File: src/rtl/ahb_axi_bridge.sv
// AHB-Lite slave to AXI-Lite master bridge.
// Each AHB transfer is turned into exactly one AXI write or read, and the AHB
// data phase is stretched (h_ready low) until the AXI response comes back.
// Only one AXI transaction is ever outstanding.
module ahb_axi_bridge (
    input  logic        a_clk,
    input  logic        a_reset_n,
    input  logic        h_clk_en,
    input  logic        h_sel,
    input  logic [31:0] h_addr,
    input  logic [1:0]  h_trans,
    input  logic        h_write,
    input  logic [31:0] h_wdata,
    input  logic [3:0]  h_wstrb,
    output logic [31:0] h_rdata,
    output logic        h_ready,
    output logic        h_resp,
    output logic        aw_valid,
    input  logic        aw_ready,
    output logic [31:0] aw_addr,
    output logic        w_valid,
    input  logic        w_ready,
    output logic [31:0] w_data,
    output logic [3:0]  w_strb,
    input  logic        b_valid,
    output logic        b_ready,
    input  logic [1:0]  b_resp,
    output logic        ar_valid,
    input  logic        ar_ready,
    output logic [31:0] ar_addr,
    input  logic        r_valid,
    output logic        r_ready,
    input  logic [31:0] r_data,
    input  logic [1:0]  r_resp
);

    typedef enum logic [2:0] {
        S_IDLE,
        S_W_REQ,
        S_W_RESP,
        S_R_REQ,
        S_R_RESP,
        S_DONE,
        S_ERR1,
        S_ERR2
    } state_t;

    state_t      r_state;
    state_t      w_next;
    logic [31:0] r_addr;
    logic        r_write;
    logic        r_aw_done;
    logic        r_w_done;
    logic [31:0] r_rdata;

    logic        w_accept;
    logic        w_aw_hs;
    logic        w_w_hs;
    logic        w_aw_fin;
    logic        w_w_fin;
    state_t      w_issue;
    logic        w_unused;

    // A new transfer is only taken on an enabled AHB edge while h_ready is high
    // (IDLE, DONE, ERR2), which gives the pipelined next-address behaviour.
    assign w_accept = h_clk_en & h_ready & h_sel & h_trans[1];
    assign w_issue  = h_write ? S_W_REQ : S_R_REQ;

    // AW and W complete independently; a channel counts as finished either
    // from an earlier handshake or from one happening this cycle.
    assign w_aw_hs  = aw_valid & aw_ready;
    assign w_w_hs   = w_valid & w_ready;
    assign w_aw_fin = r_aw_done | w_aw_hs;
    assign w_w_fin  = r_w_done | w_w_hs;

    // Address and data come straight from registers / the live AHB data phase.
    assign aw_addr  = r_addr;
    assign ar_addr  = r_addr;
    assign w_data   = h_wdata;
    assign w_strb   = h_wstrb;
    assign h_rdata  = r_rdata;

    // Low response bits (OKAY vs EXOKAY, SLVERR vs DECERR) do not change the
    // AHB result; the registered direction is kept for debug visibility.
    assign w_unused = ^{h_trans[0], b_resp[0], r_resp[0], r_write};

    // State register.
    always_ff @(posedge a_clk or negedge a_reset_n) begin
        if (!a_reset_n) r_state <= S_IDLE;
        else            r_state <= w_next;
    end

    // Next state and state-decoded outputs (no AXI input reaches h_ready/h_resp).
    always_comb begin
        w_next   = r_state;
        h_ready  = 1'b0;
        h_resp   = 1'b0;
        aw_valid = 1'b0;
        w_valid  = 1'b0;
        b_ready  = 1'b0;
        ar_valid = 1'b0;
        r_ready  = 1'b0;
        case (r_state)
            S_IDLE: begin
                h_ready = 1'b1;
                if (w_accept) w_next = w_issue;
            end
            S_W_REQ: begin
                aw_valid = ~r_aw_done;
                w_valid  = ~r_w_done;
                if (w_aw_fin && w_w_fin) w_next = S_W_RESP;
            end
            S_W_RESP: begin
                b_ready = 1'b1;
                if (b_valid) w_next = b_resp[1] ? S_ERR1 : S_DONE;
            end
            S_R_REQ: begin
                ar_valid = 1'b1;
                if (ar_ready) w_next = S_R_RESP;
            end
            S_R_RESP: begin
                r_ready = 1'b1;
                if (r_valid) w_next = r_resp[1] ? S_ERR1 : S_DONE;
            end
            S_DONE: begin
                h_ready = 1'b1;
                if (h_clk_en) w_next = w_accept ? w_issue : S_IDLE;
            end
            S_ERR1: begin
                h_resp = 1'b1;
                if (h_clk_en) w_next = S_ERR2;
            end
            S_ERR2: begin
                h_ready = 1'b1;
                h_resp  = 1'b1;
                if (h_clk_en) w_next = w_accept ? w_issue : S_IDLE;
            end
            default: w_next = S_IDLE;
        endcase
    end

    // Capture the AHB address phase on accept.
    always_ff @(posedge a_clk or negedge a_reset_n) begin
        if (!a_reset_n) begin
            r_addr  <= 32'h0;
            r_write <= 1'b0;
        end else if (w_accept) begin
            r_addr  <= h_addr;
            r_write <= h_write;
        end
    end

    // Per-channel done flags; cleared whenever the write request phase ends.
    always_ff @(posedge a_clk or negedge a_reset_n) begin
        if (!a_reset_n) begin
            r_aw_done <= 1'b0;
            r_w_done  <= 1'b0;
        end else if (r_state == S_W_REQ && !(w_aw_fin && w_w_fin)) begin
            r_aw_done <= w_aw_fin;
            r_w_done  <= w_w_fin;
        end else begin
            r_aw_done <= 1'b0;
            r_w_done  <= 1'b0;
        end
    end

    // Read data register, loaded on every read response (error data included).
    always_ff @(posedge a_clk or negedge a_reset_n) begin
        if (!a_reset_n)                      r_rdata <= 32'h0;
        else if (r_state == S_R_RESP && r_valid) r_rdata <= r_data;
    end

endmodule

File: config.mk
export PLATFORM = sky130hd
export DESIGN_NAME = ahb_axi_bridge
export DESIGN_NICKNAME = d
export VERILOG_FILES = /design/src/rtl/ahb_axi_bridge.sv
export SDC_FILE = /design/constraint.sdc
export NUM_CORES = 1
export LEC_CHECK = 0
export CAP_MARGIN = 0
export CORE_UTILIZATION = 31
export DETAILED_ROUTE_END_ITERATION = 16
export HOLD_SLACK_MARGIN = 0.15
export PLACE_DENSITY = 0.86
export SLEW_MARGIN = 20
export SYNTH_ARGS = -nofsm -noshare
export SYNTH_HDL_FRONTEND = slang
export SYNTH_SLANG_ARGS = --single-unit
export TNS_END_PERCENT = 100
File: constraint.sdc
create_clock -name a_clk -period 1.5 [get_ports a_clk]
set_clock_uncertainty 0.1 [all_clocks]
set_input_delay 0.375 -clock a_clk [delete_from_list [all_inputs] [get_ports a_clk]]
set_output_delay 0.375 -clock a_clk [all_outputs]
set_load 0.02 [all_outputs]
==> out/results.md <==
| Item | Reported | Unit |
| --- | --- | --- |
| Number of synthesized flops with an enable pin | 0 | - |
| Maximum ir drop on the vdd rail | 0.917 | mV |
| Clock tree from TritonCTS | built | - |
| Portion of synthesized cell area occupied by the leading cell type | 51.6 | % |
| Area of the die | 0.0112 | sq mm |
| Core footprint | 0.0104 | sq mm |
| Detailed placer's ending HPWL | 6000 | um |
| ANT nets after route | 0 | - |
| Slowest library cell on the worst path | sky130_fd_sc_hd__or3_4 | - |
| Number of global-route vias before repair | 2487 | - |
| Portion of the post-synthesis area used by sequential elements | 51.6 | % |
| Library cells used by synthesis | 29 | - |
| Max-slew violations | 0 | - |
| Total power divided by cell area | 2250 | mW/mm^2 |
| Combined area of the multi-input logic cells | 0.00104 | sq mm |
| Remaining max-slew budget at the tightest pin | 74.9 | % |
| Switching power summed over all nets | 0.00447 | W |
| Register share of total power | 31.0 | % |
| Type of element capturing the critical path | flip-flop | - |
| Fraction of registers with async set or reset after synthesis | 100 | % |
| Largest net degree at the start of global routing | 70 | - |
| Global-route wire length before repair | 12400 | um |
| DRC | 0 | - |
| I/O Pins | 255 | - |
| Routed wire per std cell | 15.1 | um |
| Required time at the worst-slack endpoint | 1.61 | ns |
| Post-CTS clock slew at the launch and capture registers of the worst setup and hold paths | 0.08 | ns |
| Worst setup slack after layout | -0.376 | ns |
| Launch point of the worst reg-to-reg path | r_state[1]$_DFFE_PN0P_ | - |
| Total number of vias | 2381 | - |
| Arrival @ worst endpoint | 1.99 | ns |
| Layout cell share with drive strength beyond 1 | 52.6 | % |
| Last weighted congestion value of the routability-driven placer | 0.765 | - |
| Fraction of power consumed by combinational cells | 55.0 | % |
| Period utilisation layout | 125 | % |
| Synth area leaders | sky130_fd_sc_hd__dfrtp_1 52%, sky130_fd_sc_hd__mux2_2 20%, sky130_fd_sc_hd__buf_4 15% | - |
| Setup Viol. Count Final | 74 | - |
| Ys Warns | 0 | - |
| Die Width | 106 | um |
| Result of the run | finished, violations left | - |
| Worst Hold Launch | h_rdata[14]$_DFFE_PN0P_ | - |
| LEAKAGE | 2.19 | nW |
| Final worst path period need | 1.88 | ns |
| # nets final | 508 | - |
| Total internal power | 0.00636 | W |
| Top_reg_cell synth | sky130_fd_sc_hd__dfrtp_1 | - |
| TNS Setup | -22.06 | ns |
| Setup slack of the worst register-to-register path | -0.38 | ns |
| Detailed-router iteration count before antenna repair | 4 | - |
| Hold path endpoint | h_rdata[14]$_DFFE_PN0P_ | - |
| Post-synthesis instance area | 0.00335 | sq mm |
| Sequential standard cell area | 0.00173 | sq mm |
| Number of sinks driven by the clock tree | 69 | - |
| Cell count after synthesis | 257 | - |
| Final wirelength | 8020 | um |
| Critical-path maximum fanout | 32 | - |
| Clock buffer depth | 2 | - |
| Max-cap violations | 0 | - |
| Crit-path cells | or3_4 -> buf_6 -> a21oi_4 -> buf_12 -> mux2_2 | - |
| Cell count of the worst reg-to-reg path | 5 | - |
| Detailed-route vias per instance | 4.47 | - |
| Critical path class | reg2reg | - |
| Critical path's largest stage delay | 0.39 | ns |
| R2r endpoint | ar_addr[9]$_DFFE_PN0N_ | - |
| Number of instances on the worst hold path | 1 | - |
| Number of input and output port buffers inserted | 179 | - |
| Average size of a mapped cell | 13.0 | sq um |
| Total global routing track utilization | 14.4 | % |
| Post-synthesis sequential element count | 69 | - |
| Slew at the pin closest to its max-slew limit | 0.376 | ns |
| Cell type group with the largest total delay on the critical path | simple AND/OR/NAND/NOR gates | - |
| Die boundary height | 106 | um |
| Most area-hungry cell type in the Yosys netlist | sky130_fd_sc_hd__dfrtp_1 | - |
| Total congestion overflow after global routing | 0 | - |
| Fraction of power spent switching nets | 41.3 | % |
| Clock latency reported for the late side of the worst-skew pair | 0.34 | ns |
| Setup repair after global routing missed its margin | true | - |
| Violations in the final reports | setup timing | - |
| Ranking of synthesized cells by instance count | 69 x sky130_fd_sc_hd__buf_4, 69 x sky130_fd_sc_hd__dfrtp_1, 59 x sky130_fd_sc_hd__mux2_2 | - |
| Fillcell total | 1001 | - |
| Type of the worst min-delay path | reg2reg | - |
| Iteration-0 DRC Markers | 50 | - |
| H-Tree Depth | 3 | - |
| Starting utilization of the core area | 32.1 | % |
| Antenna violations before repair | 0 | - |
| Synthesized Nets | 373 | - |
| Antenna cells | 0 | - |
| Sort of element at the start of the critical path | flip-flop | - |
| CTS buffer count | 9 | - |
| FP Rows | 37 | - |
| Clock share of power | 14.0 | % |
| Buf/Inv on CP | 2 | - |
| Utilization after layout | 46.2 | % |
| Root buffer cell | sky130_fd_sc_hd__clkbuf_8 | - |
| Total count of hold-check failures in the final report | 0 | - |
| Fmax | 533 | MHz |
| Area growth from synthesis to layout | 43.8 | % |
-- layer usage --
metal,track usage [%],vias up,share of wire [%]
li1,-,1072,-
met1,15.1,1150,37
met2,26.2,139,52
met3,3.40,20,8.4
met4,8.33,0,2.7
met5,0,-,0
-- cells by family (layout without fill, tap and decap cells) --
| group | count (synthesis) | count (layout) | synth area share, % |
|---|---|---|---|
| muxes | 66 | 66 | 22.2 |
| DFF | 69 | 69 | 51.6 |
| AOI/OAI and AO/OA | 12 | 12 | 2.81 |
| and+or+nand+nor | 30 | 30 | 5.05 |
| buffers and inverters | 80 | 220 | 18.4 |
-- worst register-to-register path, cell delays in order (launching register included) --
cell	delay, ns
sky130_fd_sc_hd__dfrtp_1	0.38
sky130_fd_sc_hd__or3_4	0.39
sky130_fd_sc_hd__buf_6	0.13
sky130_fd_sc_hd__a21oi_4	0.14
sky130_fd_sc_hd__buf_12	0.22
sky130_fd_sc_hd__mux2_2	0.38
-- worst max-delay path by stage --
stage                                       from                 endpoint  slack [ns]  cells after the start
after floorplan           r_state[0]$_DFFE_PN0P_   h_rdata[0]$_DFFE_PN0P_       -0.24                      5
after global routing      r_state[2]$_DFFE_PN0P_  ar_addr[14]$_DFFE_PN0N_       -0.42                      5
final                     r_state[1]$_DFFE_PN0P_   ar_addr[9]$_DFFE_PN0N_       -0.38                      5
after global placement                  h_clk_en  ar_addr[16]$_DFFE_PN0N_       -0.46                      5
after detailed placement                h_clk_en  ar_addr[20]$_DFFE_PN0N_       -0.50                      5
after CTS                 r_state[2]$_DFFE_PN0P_   ar_addr[9]$_DFFE_PN0N_       -0.39                      5
-- power by group through the flow --
stage	clock network, W	logic, W	registers (W)
6_report	0.00152	0.00596	0.00335
5_1_grt	0.00165	0.00631	0.00349
4_1_cts	0.00158	0.00652	0.00341
3_5_place_dp	0	0.00689	0.00344
3_3_place_gp	0	0.00676	0.00337
2_1_floorplan	0	0.00305	0.00446
-- per-stage QoR --
step                hold WS (ns)  worst slack [ns]  cells  area [sq um]  total power (W)
finish                     0.405            -0.376    533          4810           0.0108
global placement           0.306            -0.458    511          4890           0.0101
CTS                        0.413            -0.386    532          5170           0.0115
floorplan                -0.0206            -0.237    257          3380          0.00751
global route               0.415            -0.423    533          4810           0.0115
detailed placement         0.317            -0.504    511          4890           0.0103
-- repair_timing --
action / in CTS / in global routing
endpoints found under the setup margin: 170 / 135
hold buffers: 1 / 0
resized for setup: 343 / 60
buffers inserted: 4 / 1
endpoints found under the hold margin: 69 / 0
pin swaps: 3 / 0
-- flip-flops by register name, summed over array words and instances, names as in the netlist --
register and flops:
h_rdata 32, r_aw_done 1, r_w_done 1, r_state 3, ar_addr 32
-- cells in the final DEF (no fill, tap or decap), types with 2 or more instances in the layout --
master                            count
sky130_fd_sc_hd__clkdlybuf4s50_1     75
sky130_fd_sc_hd__clkbuf_8            10
sky130_fd_sc_hd__clkinv_4             2
sky130_fd_sc_hd__nor3_1               3
sky130_fd_sc_hd__o21ai_0              4
sky130_fd_sc_hd__mux2_4               4
sky130_fd_sc_hd__nor3b_1              2
sky130_fd_sc_hd__inv_1                2
sky130_fd_sc_hd__buf_6                4
sky130_fd_sc_hd__mux2_2              55
sky130_fd_sc_hd__clkdlybuf4s15_2     22
sky130_fd_sc_hd__mux2_1               6
sky130_fd_sc_hd__nor2_1               9
sky130_fd_sc_hd__clkbuf_2             2
sky130_fd_sc_hd__dfrtp_1             68
sky130_fd_sc_hd__nand2_1              4
sky130_fd_sc_hd__buf_4               21
sky130_fd_sc_hd__buf_2               73
sky130_fd_sc_hd__buf_12               3
sky130_fd_sc_hd__nor2b_1              3
-- final cells by class --
type | count | area share, %
Multi-Input combinational cell | 108 | 21.6
Sequential cell | 69 | 35.9
Timing Repair Buffer | 202 | 34.5
Tap cell | 136 | 3.54
Clock inverter | 5 | 1.25
Inverter | 2 | 0.156
Clock buffer | 11 | 2.94
Note: power is estimated with default switching activity, not from simulation.
==> variant (same flow settings) <==
The 8 states of `state_t` get a one-hot encoding in 8 bits.
--- a/src/rtl/ahb_axi_bridge.sv
+++ b/src/rtl/ahb_axi_bridge.sv
@@ -35,13 +35,13 @@
 );
 
-    typedef enum logic [2:0] {
-        S_IDLE,
-        S_W_REQ,
-        S_W_RESP,
-        S_R_REQ,
-        S_R_RESP,
-        S_DONE,
-        S_ERR1,
-        S_ERR2
+    typedef enum logic [7:0] {
+        S_IDLE   = 8'b00000001,
+        S_W_REQ  = 8'b00000010,
+        S_W_RESP = 8'b00000100,
+        S_R_REQ  = 8'b00001000,
+        S_R_RESP = 8'b00010000,
+        S_DONE   = 8'b00100000,
+        S_ERR1   = 8'b01000000,
+        S_ERR2   = 8'b10000000
     } state_t;
 
Check against the original RTL: same outputs for any inputs over 10 cycles, from zero or initial values and one cycle with a_reset_n low; not proved beyond that.
==> variant against the original RTL <==
Synthesized area increased by 7.4%. Total power increased by 13%. Routed wire length up 39%. Largest power group unchanged. Final area rose by 27%. Sequential power hardly changed. Worst setup slack worse by 0.57 ns. Sequential cell count grew 5. Critical endpoint is now ar_addr[20]. The flow still finishes with violations (negative setup slack).
==> variant: results (changes against the original RTL) <==
multi-input gates=118 (+9.3%); Antenna Cells=0 (unchanged); Fin Setup TNS=-66.02 ns (-43.97 ns); largest net degree at the start of global routing=42 (-40%); top cells by count, synth=73 x dfrtp_1, 68 x buf_4, 64 x mux2_1, 7 x nor2_1, 5 x nand2_1; GR Util All Layers=16.78% (+2.4 points); power per cell area=1998 nW/um^2 (-11%); Layout Cells excl Fill=588 (+10%); clock power share=17.1% (+3.1 points); crit-path max FO=5 (-84%); Sw Ratio=39.24% (-2.0 points); worst hold path class=input port to async pin; # clk buffers=9 (-2); nets=559 (+10%); DP HPWL=7296 um (+22%); Slew HR=75.22% (+0.28 points); drt total wl=11140 um (+39%); routability congestion estimate=0.8492 (+11%); crit-path max cell delay=0.57 ns (+0.18 ns); status=finished with violations; top post-synthesis cells by area=dfrtp_1 51%, mux2_1 20%, buf_4 14%; PortBufs=179 (unchanged); Reg area=1856 sq um (+7.4%); CTS Sinks=74 (+7.2%); worst reg-to-reg path cell count=8 (+3); Combinational Power Share=55.6% (+0.6 points); Layout fillers=930 (-7.1%); postcts setup bufs=8 (+4); Max Buffers Root-to-Sink=2 (unchanged); Non-clk bufs=236 (+17%); Place WS=-0.9517 ns (-0.4480 ns); CTS root buffer=clkbuf_16; Leak=2.987 nW (+36%); Initial DRC Count=56 (+12%); Worst path slowest cell=or4_4; Final non-clock buffer share=36.08% (+1.5 points); layout cells sized above 1=60.71% (+8.1 points); via count=2776 (+17%); Final Util=55.20% (+9.0 points); failing checks=negative setup slack; Final WS setup=-0.9423 ns (-0.5667 ns); global-route wire length before repair=14920 um (+20%); syn nets=386 (+3.5%); inverter count=4 (+2); core area=11080 sq um (+6.4%); Mean Syn Cell Area=13.31 sq um (+2.3%); Unique masters post-synth=39 (+34%); number of global-route vias before repair=2859 (+15%); register area share after synthesis=51.55% (-0.059 points); clock network area share=4.768% (+0.58 points); Area after DPL=5465 sq um (+12%); final count of negative-setup-slack endpoints=81 (+9.5%); Multi-input gate area=1572 sq um (+51%); Worst-path clk slew=0.07 ns; worst vdd ir=1.532 mV (+67%); DR pass1 iterations=4 (unchanged); placed insts=552 (+8.0%); post-CTS sizing=358 (+4.4%); Crit path arrival time=2.55 ns (+0.56 ns)
-- variant: path summary, 6_finish.rpt --
check	start	endpoint	slack (ns)
min	a_reset_n	h_rdata[30]	0.36
max reg2reg	r_state[1]	ar_addr[20]	-0.94
max	r_state[1]	ar_addr[20]	-0.94
min reg2reg	h_rdata[29]	h_rdata[29]	0.41
max in group asynchronous	a_reset_n	r_state[0]	0.39
min in group a_clk	h_rdata[29]	h_rdata[29]	0.41
-- variant: worst register-to-register path: cells and delay by family, from the launching register on --
family / cells / cell delay [ns]
simple gates: 4 / 1.07
mux: 1 / 0.30
buf+inv: 3 / 0.44
flops: 1 / 0.41
-- variant: cells by family after synthesis --
group	after synthesis	share of synthesized area, %
buf+inv	78	15.98
flops	74	51.55
mux	68	21.58
simple gates	32	6.439
compound gates	16	3.968
xor+xnor	2	0.4874
-- variant: routing by layer --
metal,GRT usage (%),routed length (um)
met5,0,0
met3,4.386,808
met2,31.04,5739
met1,17.48,4226
met4,8.286,360
